### src/rtl/npu_xpe_pkg.sv
// Shared XPE definitions: result-beat lane geometry and out-writer FSM states.
package npu_xpe_pkg;

    localparam int XPE_LANES  = 32;
    localparam int XPE_LANE_W = 8;

    typedef enum logic [1:0] {
        ST_IDLE  = 2'd0,
        ST_RUN   = 2'd1,
        ST_FLUSH = 2'd2,
        ST_DONE  = 2'd3
    } xpe_wr_state_e;

endpackage

### src/rtl/xpe_wr_fifo.sv
// Synchronous skid FIFO; head entry and full/empty flags come straight from flops.
module xpe_wr_fifo #(
    parameter int DATA_W = 256,
    parameter int DEPTH  = 8
) (
    input  logic              i_clk,
    input  logic              i_rst_n,
    input  logic              i_push,
    input  logic              i_pop,
    input  logic [DATA_W-1:0] i_dat,
    output logic [DATA_W-1:0] o_head,
    output logic              o_full,
    output logic              o_empty,
    output logic              o_last
);

    localparam int AW = $clog2(DEPTH);

    logic [DATA_W-1:0] mem [DEPTH];
    logic [AW-1:0]     wr_ptr_q, wr_ptr_d;
    logic [AW-1:0]     rd_ptr_q, rd_ptr_d;
    logic [AW:0]       cnt_q, cnt_d;
    logic              full_q, full_d;
    logic              empty_q, empty_d;
    logic              do_push, do_pop;

    assign do_pop  = i_pop & ~empty_q;
    // A full FIFO may still take a beat when the head leaves in the same cycle.
    assign do_push = i_push & (~full_q | do_pop);

    always_comb begin
        wr_ptr_d = wr_ptr_q + AW'(do_push);
        rd_ptr_d = rd_ptr_q + AW'(do_pop);
        cnt_d    = cnt_q + (AW+1)'(do_push) - (AW+1)'(do_pop);
        full_d   = (cnt_d == (AW+1)'(DEPTH));
        empty_d  = (cnt_d == '0);
    end

    always_ff @(posedge i_clk or negedge i_rst_n) begin
        if (!i_rst_n) begin
            wr_ptr_q <= '0;
            rd_ptr_q <= '0;
            cnt_q    <= '0;
            full_q   <= 1'b0;
            empty_q  <= 1'b1;
        end else begin
            wr_ptr_q <= wr_ptr_d;
            rd_ptr_q <= rd_ptr_d;
            cnt_q    <= cnt_d;
            full_q   <= full_d;
            empty_q  <= empty_d;
        end
    end

    always_ff @(posedge i_clk) begin
        if (do_push) begin
            mem[wr_ptr_q] <= i_dat;
        end
    end

    assign o_head  = mem[rd_ptr_q];
    assign o_full  = full_q;
    assign o_empty = empty_q;
    assign o_last  = (cnt_q == (AW+1)'(1));

endmodule

### src/rtl/xpe_out_writer.sv
// XPE result sink: buffers beats and writes them linearly to the output-buffer SRAM.
// Optional XPE_WR_STALL_CNT_EN adds o_stall_cnt (cycles with a write waiting on ready).
module xpe_out_writer
    import npu_xpe_pkg::*;
#(
    parameter int DATA_W     = XPE_LANES * XPE_LANE_W,
    parameter int ADDR_W     = 8,
    parameter int FIFO_DEPTH = 8,
    parameter int CNT_W      = 16
) (
    input  logic              i_clk,
    input  logic              i_rst_n,
    input  logic              i_start,
    input  logic [ADDR_W-1:0] i_base_addr,
    input  logic [CNT_W-1:0]  i_beat_num,
    input  logic [DATA_W-1:0] i_xpe_dat,
    input  logic              i_xpe_dat_vld,
    input  logic              i_wr_ready,
    output logic              o_wr_en,
    output logic [ADDR_W-1:0] o_wr_addr,
    output logic [DATA_W-1:0] o_wr_dat,
    output logic              o_busy,
    output logic              o_done,
    output logic              o_overflow
`ifdef XPE_WR_STALL_CNT_EN
    ,
    output logic [CNT_W-1:0]  o_stall_cnt
`endif
);

    xpe_wr_state_e     state_q, state_d;
    logic [ADDR_W-1:0] addr_q, addr_d;
    logic [CNT_W-1:0]  acc_q, acc_d;
    logic [CNT_W-1:0]  num_q, num_d;
    logic              ovf_q, ovf_d;

    logic              fifo_full, fifo_empty, fifo_last;
    logic [DATA_W-1:0] fifo_head;
    logic              start_ok, push, pop, drop;

    // The FIFO head is the write port: a non-empty FIFO is a pending write.
    assign pop      = ~fifo_empty & i_wr_ready;
    assign push     = (state_q == ST_RUN) & i_xpe_dat_vld & (~fifo_full | pop);
    assign drop     = i_xpe_dat_vld & ~push;
    assign start_ok = (state_q == ST_IDLE) & i_start;

    xpe_wr_fifo #(
        .DATA_W (DATA_W),
        .DEPTH  (FIFO_DEPTH)
    ) u_fifo (
        .i_clk   (i_clk),
        .i_rst_n (i_rst_n),
        .i_push  (push),
        .i_pop   (pop),
        .i_dat   (i_xpe_dat),
        .o_head  (fifo_head),
        .o_full  (fifo_full),
        .o_empty (fifo_empty),
        .o_last  (fifo_last)
    );

    always_comb begin
        state_d = state_q;
        addr_d  = addr_q;
        acc_d   = acc_q;
        num_d   = num_q;
        ovf_d   = ovf_q;
        if (pop) begin
            addr_d = addr_q + ADDR_W'(1);
        end
        case (state_q)
            ST_IDLE: begin
                if (i_start) begin
                    addr_d  = i_base_addr;
                    num_d   = i_beat_num;
                    acc_d   = '0;
                    ovf_d   = 1'b0;
                    state_d = (i_beat_num == '0) ? ST_DONE : ST_RUN;
                end
            end
            ST_RUN: begin
                if (push) begin
                    acc_d = acc_q + CNT_W'(1);
                    if (acc_q + CNT_W'(1) == num_q) begin
                        state_d = ST_FLUSH;
                    end
                end
            end
            ST_FLUSH: begin
                // Finish as soon as the final write is leaving, so done follows it by one cycle.
                if (fifo_empty | (fifo_last & pop)) begin
                    state_d = ST_DONE;
                end
            end
            default: state_d = ST_IDLE;
        endcase
        if (drop) begin
            ovf_d = 1'b1;
        end
    end

    always_ff @(posedge i_clk or negedge i_rst_n) begin
        if (!i_rst_n) begin
            state_q <= ST_IDLE;
            addr_q  <= '0;
            acc_q   <= '0;
            num_q   <= '0;
            ovf_q   <= 1'b0;
        end else begin
            state_q <= state_d;
            addr_q  <= addr_d;
            acc_q   <= acc_d;
            num_q   <= num_d;
            ovf_q   <= ovf_d;
        end
    end

`ifdef XPE_WR_STALL_CNT_EN
    logic [CNT_W-1:0] stall_q, stall_d;

    always_comb begin
        stall_d = stall_q;
        if (start_ok) begin
            stall_d = '0;
        end else if (~fifo_empty & ~i_wr_ready & ~(&stall_q)) begin
            stall_d = stall_q + CNT_W'(1);
        end
    end

    always_ff @(posedge i_clk or negedge i_rst_n) begin
        if (!i_rst_n) begin
            stall_q <= '0;
        end else begin
            stall_q <= stall_d;
        end
    end

    assign o_stall_cnt = stall_q;
`endif

    assign o_wr_en    = ~fifo_empty;
    assign o_wr_addr  = addr_q;
    assign o_wr_dat   = {DATA_W{~fifo_empty}} & fifo_head;
    assign o_busy     = (state_q == ST_RUN) | (state_q == ST_FLUSH);
    assign o_done     = (state_q == ST_DONE);
    assign o_overflow = ovf_q;

endmodule
### config.mk
export PLATFORM = sky130hd
export DESIGN_NAME = xpe_out_writer
export DESIGN_NICKNAME = d
export VERILOG_FILES = /design/src/rtl/npu_xpe_pkg.sv /design/src/rtl/xpe_wr_fifo.sv /design/src/rtl/xpe_out_writer.sv
export SDC_FILE = /design/constraint.sdc
export NUM_CORES = 2
export LEC_CHECK = 0
export CORE_MARGIN = 10
export CORE_UTILIZATION = 46
export CTS_BUF_LIST = sky130_fd_sc_hd__clkbuf_4
export CTS_CLUSTER_DIAMETER = 120
export DETAILED_ROUTE_END_ITERATION = 16
export HOLD_SLACK_MARGIN = 0.05
export PLACE_DENSITY = 0.76
export SLEW_MARGIN = 15
export SYNTH_ARGS = -nofsm -noshare
export SYNTH_HDL_FRONTEND = slang
export SYNTH_SLANG_ARGS = --single-unit
### constraint.sdc
create_clock -name i_clk -period 45.5 [get_ports i_clk]
set_input_delay 9.1 -clock i_clk [delete_from_list [all_inputs] [get_ports i_clk]]
set_output_delay 9.1 -clock i_clk [all_outputs]
set_load 0.05 [all_outputs]
==> run metrics <==
met2 Track Usage GR=a little under a third; I/O pin total=553; HP Class=flip-flop to flip-flop; Place WS=approximately 30 ns; core area=~170000 sq um; Reg-to-Reg End=u_fifo.mem[3][224]$_DFFE_PP_; WP buf/inv=6; met1 GRT Util=22.8%; Initial Util=46.3%; worst slew pin tran=roughly 1.1 ns; startpoint of the worst hold path=acc_q[13]$_DFFE_PN0P_; R2R Setup Slk=39.65 ns; setup_tns=0 ns; Final period util=35.0%; CP top delay family=buffers and inverters; Data arrival, critical path=~7 ns; setup violators final=0; VDD IR-drop max=0.0849 mV; top cells by instance count after synthesis=2048 x edfxtp_1, 512 x mux4_2, 276 x nor2_1; WL/cell=25.2 microns; CTS Buffer Depth=4; DR pass1 iterations=5; power per cell area=66.4 nW/um^2; Max stage delay on crit path=roughly 0.78 ns; EDFF count, synth=2048; Worst slew margin=about a quarter; H-tree depth=6; dpl cells=6318; Post-Syn Area=80500 sq um; register area share after synthesis=78.1%; crit end category=primary output; slowest stage cell, crit path=buf_4; Post-CTS Setup Inserts=0; worst skew pair latency=~1.4 ns; RSZ-0062 raised after global routing=no; placed cell areas=88800 sq um; utilization after layout=54.9%; drt initial violations=between 3000 and 4000; vias in the first global route=43006; Synth Register Bits=2103; Synth warnings=0; cell taking the most area after synthesis=edfxtp_1; CP Data Required Time=36.40 ns; gr ovfl total=0; Max Slew Vio Count=0; layout cells sized above 1=29.4%; Design Area, Final=95600 sq um; Pleak=around 32 nW; Min Clock Period, post-route=15.93 ns; via/cell ratio=5.47; setup ws final=a little under 30 ns; largest net degree at the start of global routing=about 130; met3 usage=4.71%; Achievable Freq=0.0628 GHz; die width=438 microns; synth top area cells=edfxtp_1 76%, mux4_2 14%, mux2i_1 3.3%, dfrtp_1 1.7%, nor2_1 1.3%; r2r startpoint=u_fifo.o_empty$_DFF_PN1_; CTS clk-pin slew, worst paths=0.06 ns; height of the die=~440 microns; Area growth syn-to-layout=18.7%; top-count cell post-synth=edfxtp_1; CTS resizes=0; Nets=around 4900; WS Path Type=flip-flop to primary output; gr usage total=18.8%; Hold Path Stages=1; clk root buf=clkbuf_4; status=finished, final reports clean; crit-path most repeated cell=buf_4; Residual DRC=0; Mapped Nets=3868; CP startpoint kind=flip-flop; die area=192000 sq um; CTS Hold Bufs=0; first-pass GRT wire length=273000 microns; DRT Wirelength=between 150000 and 200000 microns; post-synth cell types=just under 50; initial antenna violation count=39; Async SR Flop Fraction=2.62%; Port Buf Inserts=552; Avg Cell Area, Syn=about 23 sq um; grt peak-use layer=met2; max-cap violation count=0; DP HPWL=approximately 100000 microns; Cells after Synth=3567; FF-to-FF path depth=9; TritonCTS buffer count=554; Setup Skew=just under 0.1 ns; Layout Cells excl Fill=about 7300; routability congestion estimate=around 0.77; post-synth top area share=76.4%; remaining antenna violation count=0; hold path endpoint=acc_q[13]$_DFFE_PN0P_; Final Hold Fails=0; crit-path max FO=85; top_reg_cell synth=edfxtp_1; CTS tree=done; FP Rows=153; vias=~40000; critical path cell sequence=buf_4 -> buf_12 -> buf_4 -> buf_16 -> buf_4 -> mux4_2 -> mux2i_1 -> nor2_1 -> clkdlybuf4s50_1; Sink Count=2103
## placed cells by master, fill, tap and decap left out, types with 11 or more instances in the layout
| cell type | synthesis | routed |
|---|---|---|
| mux2i_1 | 263 | 263 |
| inv_2 | 0 | 19 |
| o21ai_0 | 22 | 22 |
| clkinv_2 | 0 | 11 |
| mux4_2 | 512 | 512 |
| diode_2 | 0 | 33 |
| nand3_1 | 12 | 12 |
| clkinv_1 | 0 | 83 |
| edfxtp_1 | 2048 | 2048 |
| dfrtp_1 | 54 | 51 |
| and2_1 | 13 | 13 |
| nor2_1 | 276 | 273 |
| buf_4 | 5 | 53 |
| a21oi_1 | 13 | 13 |
| o31ai_1 | 12 | 12 |
| clkdlybuf4s50_1 | 0 | 551 |
| clkbuf_4 | 0 | 785 |
| inv_1 | 11 | 11 |
| mux2_2 | 18 | 18 |
| nand2_1 | 17 | 17 |
| xnor2_1 | 15 | 15 |
| xor2_1 | 16 | 16 |
| ha_1 | 15 | 15 |
## report_power, final
part | internal, mW | switching (mW) | leakage (nW)
registers | 2.26 | 0.0604 | 19.1
logic | 0.933 | 1.52 | 8.55
clock network | 0.846 | 0.729 | 4.01
## registers in the layout, indices dropped and copies added (netlist names)
signal,flops
u_fifo.mem,2048
acc_q,16
num_q,16
o_wr_addr,8
u_fifo.cnt_q,4
u_fifo.rd_ptr_q,3
u_fifo.wr_ptr_q,3
state_q,2
o_overflow,1
u_fifo.o_empty,1
u_fifo.o_full,1
## worst max path at each step
stage / start / to / slack (ns) / cells past startpoint
floorplan: i_wr_ready / u_fifo.mem[0][0]$_DFFE_PP_ / 10.32 / 5
global placement: u_fifo.rd_ptr_q[0]$_DFF_PN0_ / o_wr_dat[196] / 30.37 / 8
detailed placement: u_fifo.rd_ptr_q[0]$_DFF_PN0_ / o_wr_dat[218] / 30.39 / 8
CTS: u_fifo.rd_ptr_q[0]$_DFF_PN0_ / o_wr_dat[196] / 28.86 / 8
global route: u_fifo.rd_ptr_q[0]$_DFF_PN0_ / o_wr_dat[196] / 28.84 / 9
finish: u_fifo.rd_ptr_q[0]$_DFF_PN0_ / o_wr_dat[196] / 29.57 / 9
## per-stage QoR
step           hold WS, ns  power (mW)
2_1_floorplan        0.477        4.11
3_3_place_gp         0.507        4.83
3_5_place_dp         0.519        4.85
4_1_cts              0.530        6.44
5_1_grt              0.553        6.65
6_report             0.528        6.35
## layout make-up
| type | count | area [sq um] |
|---|---|---|
| fillers | 12980 | 78400 |
| repair buffers | 616 | 6150 |
| inverters | 11 | 41.3 |
| clock inverters | 127 | 769 |
| clock buffers | 785 | 5890 |
| flip-flops and latches | 2103 | 62900 |
| well taps | 2325 | 2910 |
| diodes | 33 | 82.6 |
| multi-input cells | 1264 | 16900 |
## layer usage
metal / wire, microns / share of wire [%] / vias to the layer above
met3: 11600 / 6.3 / 336
li1: - / - / 17182
met2: 95200 / 52 / 1470
met5: 102 / 0.056 / -
met4: 6680 / 3.7 / 14
met1: 69300 / 38 / 20765
## cells by family after synthesis
logic type	count (synthesis)	share of synthesized area (%)
simple gates	364	1.94
compound gates	60	0.486
buf+inv	200	1.07
xor+xnor	31	0.337
flops	2103	78.1
mux	793	17.8
fa+ha+maj	16	0.258
No activity file was read; power rests on OpenSTA's default activity.
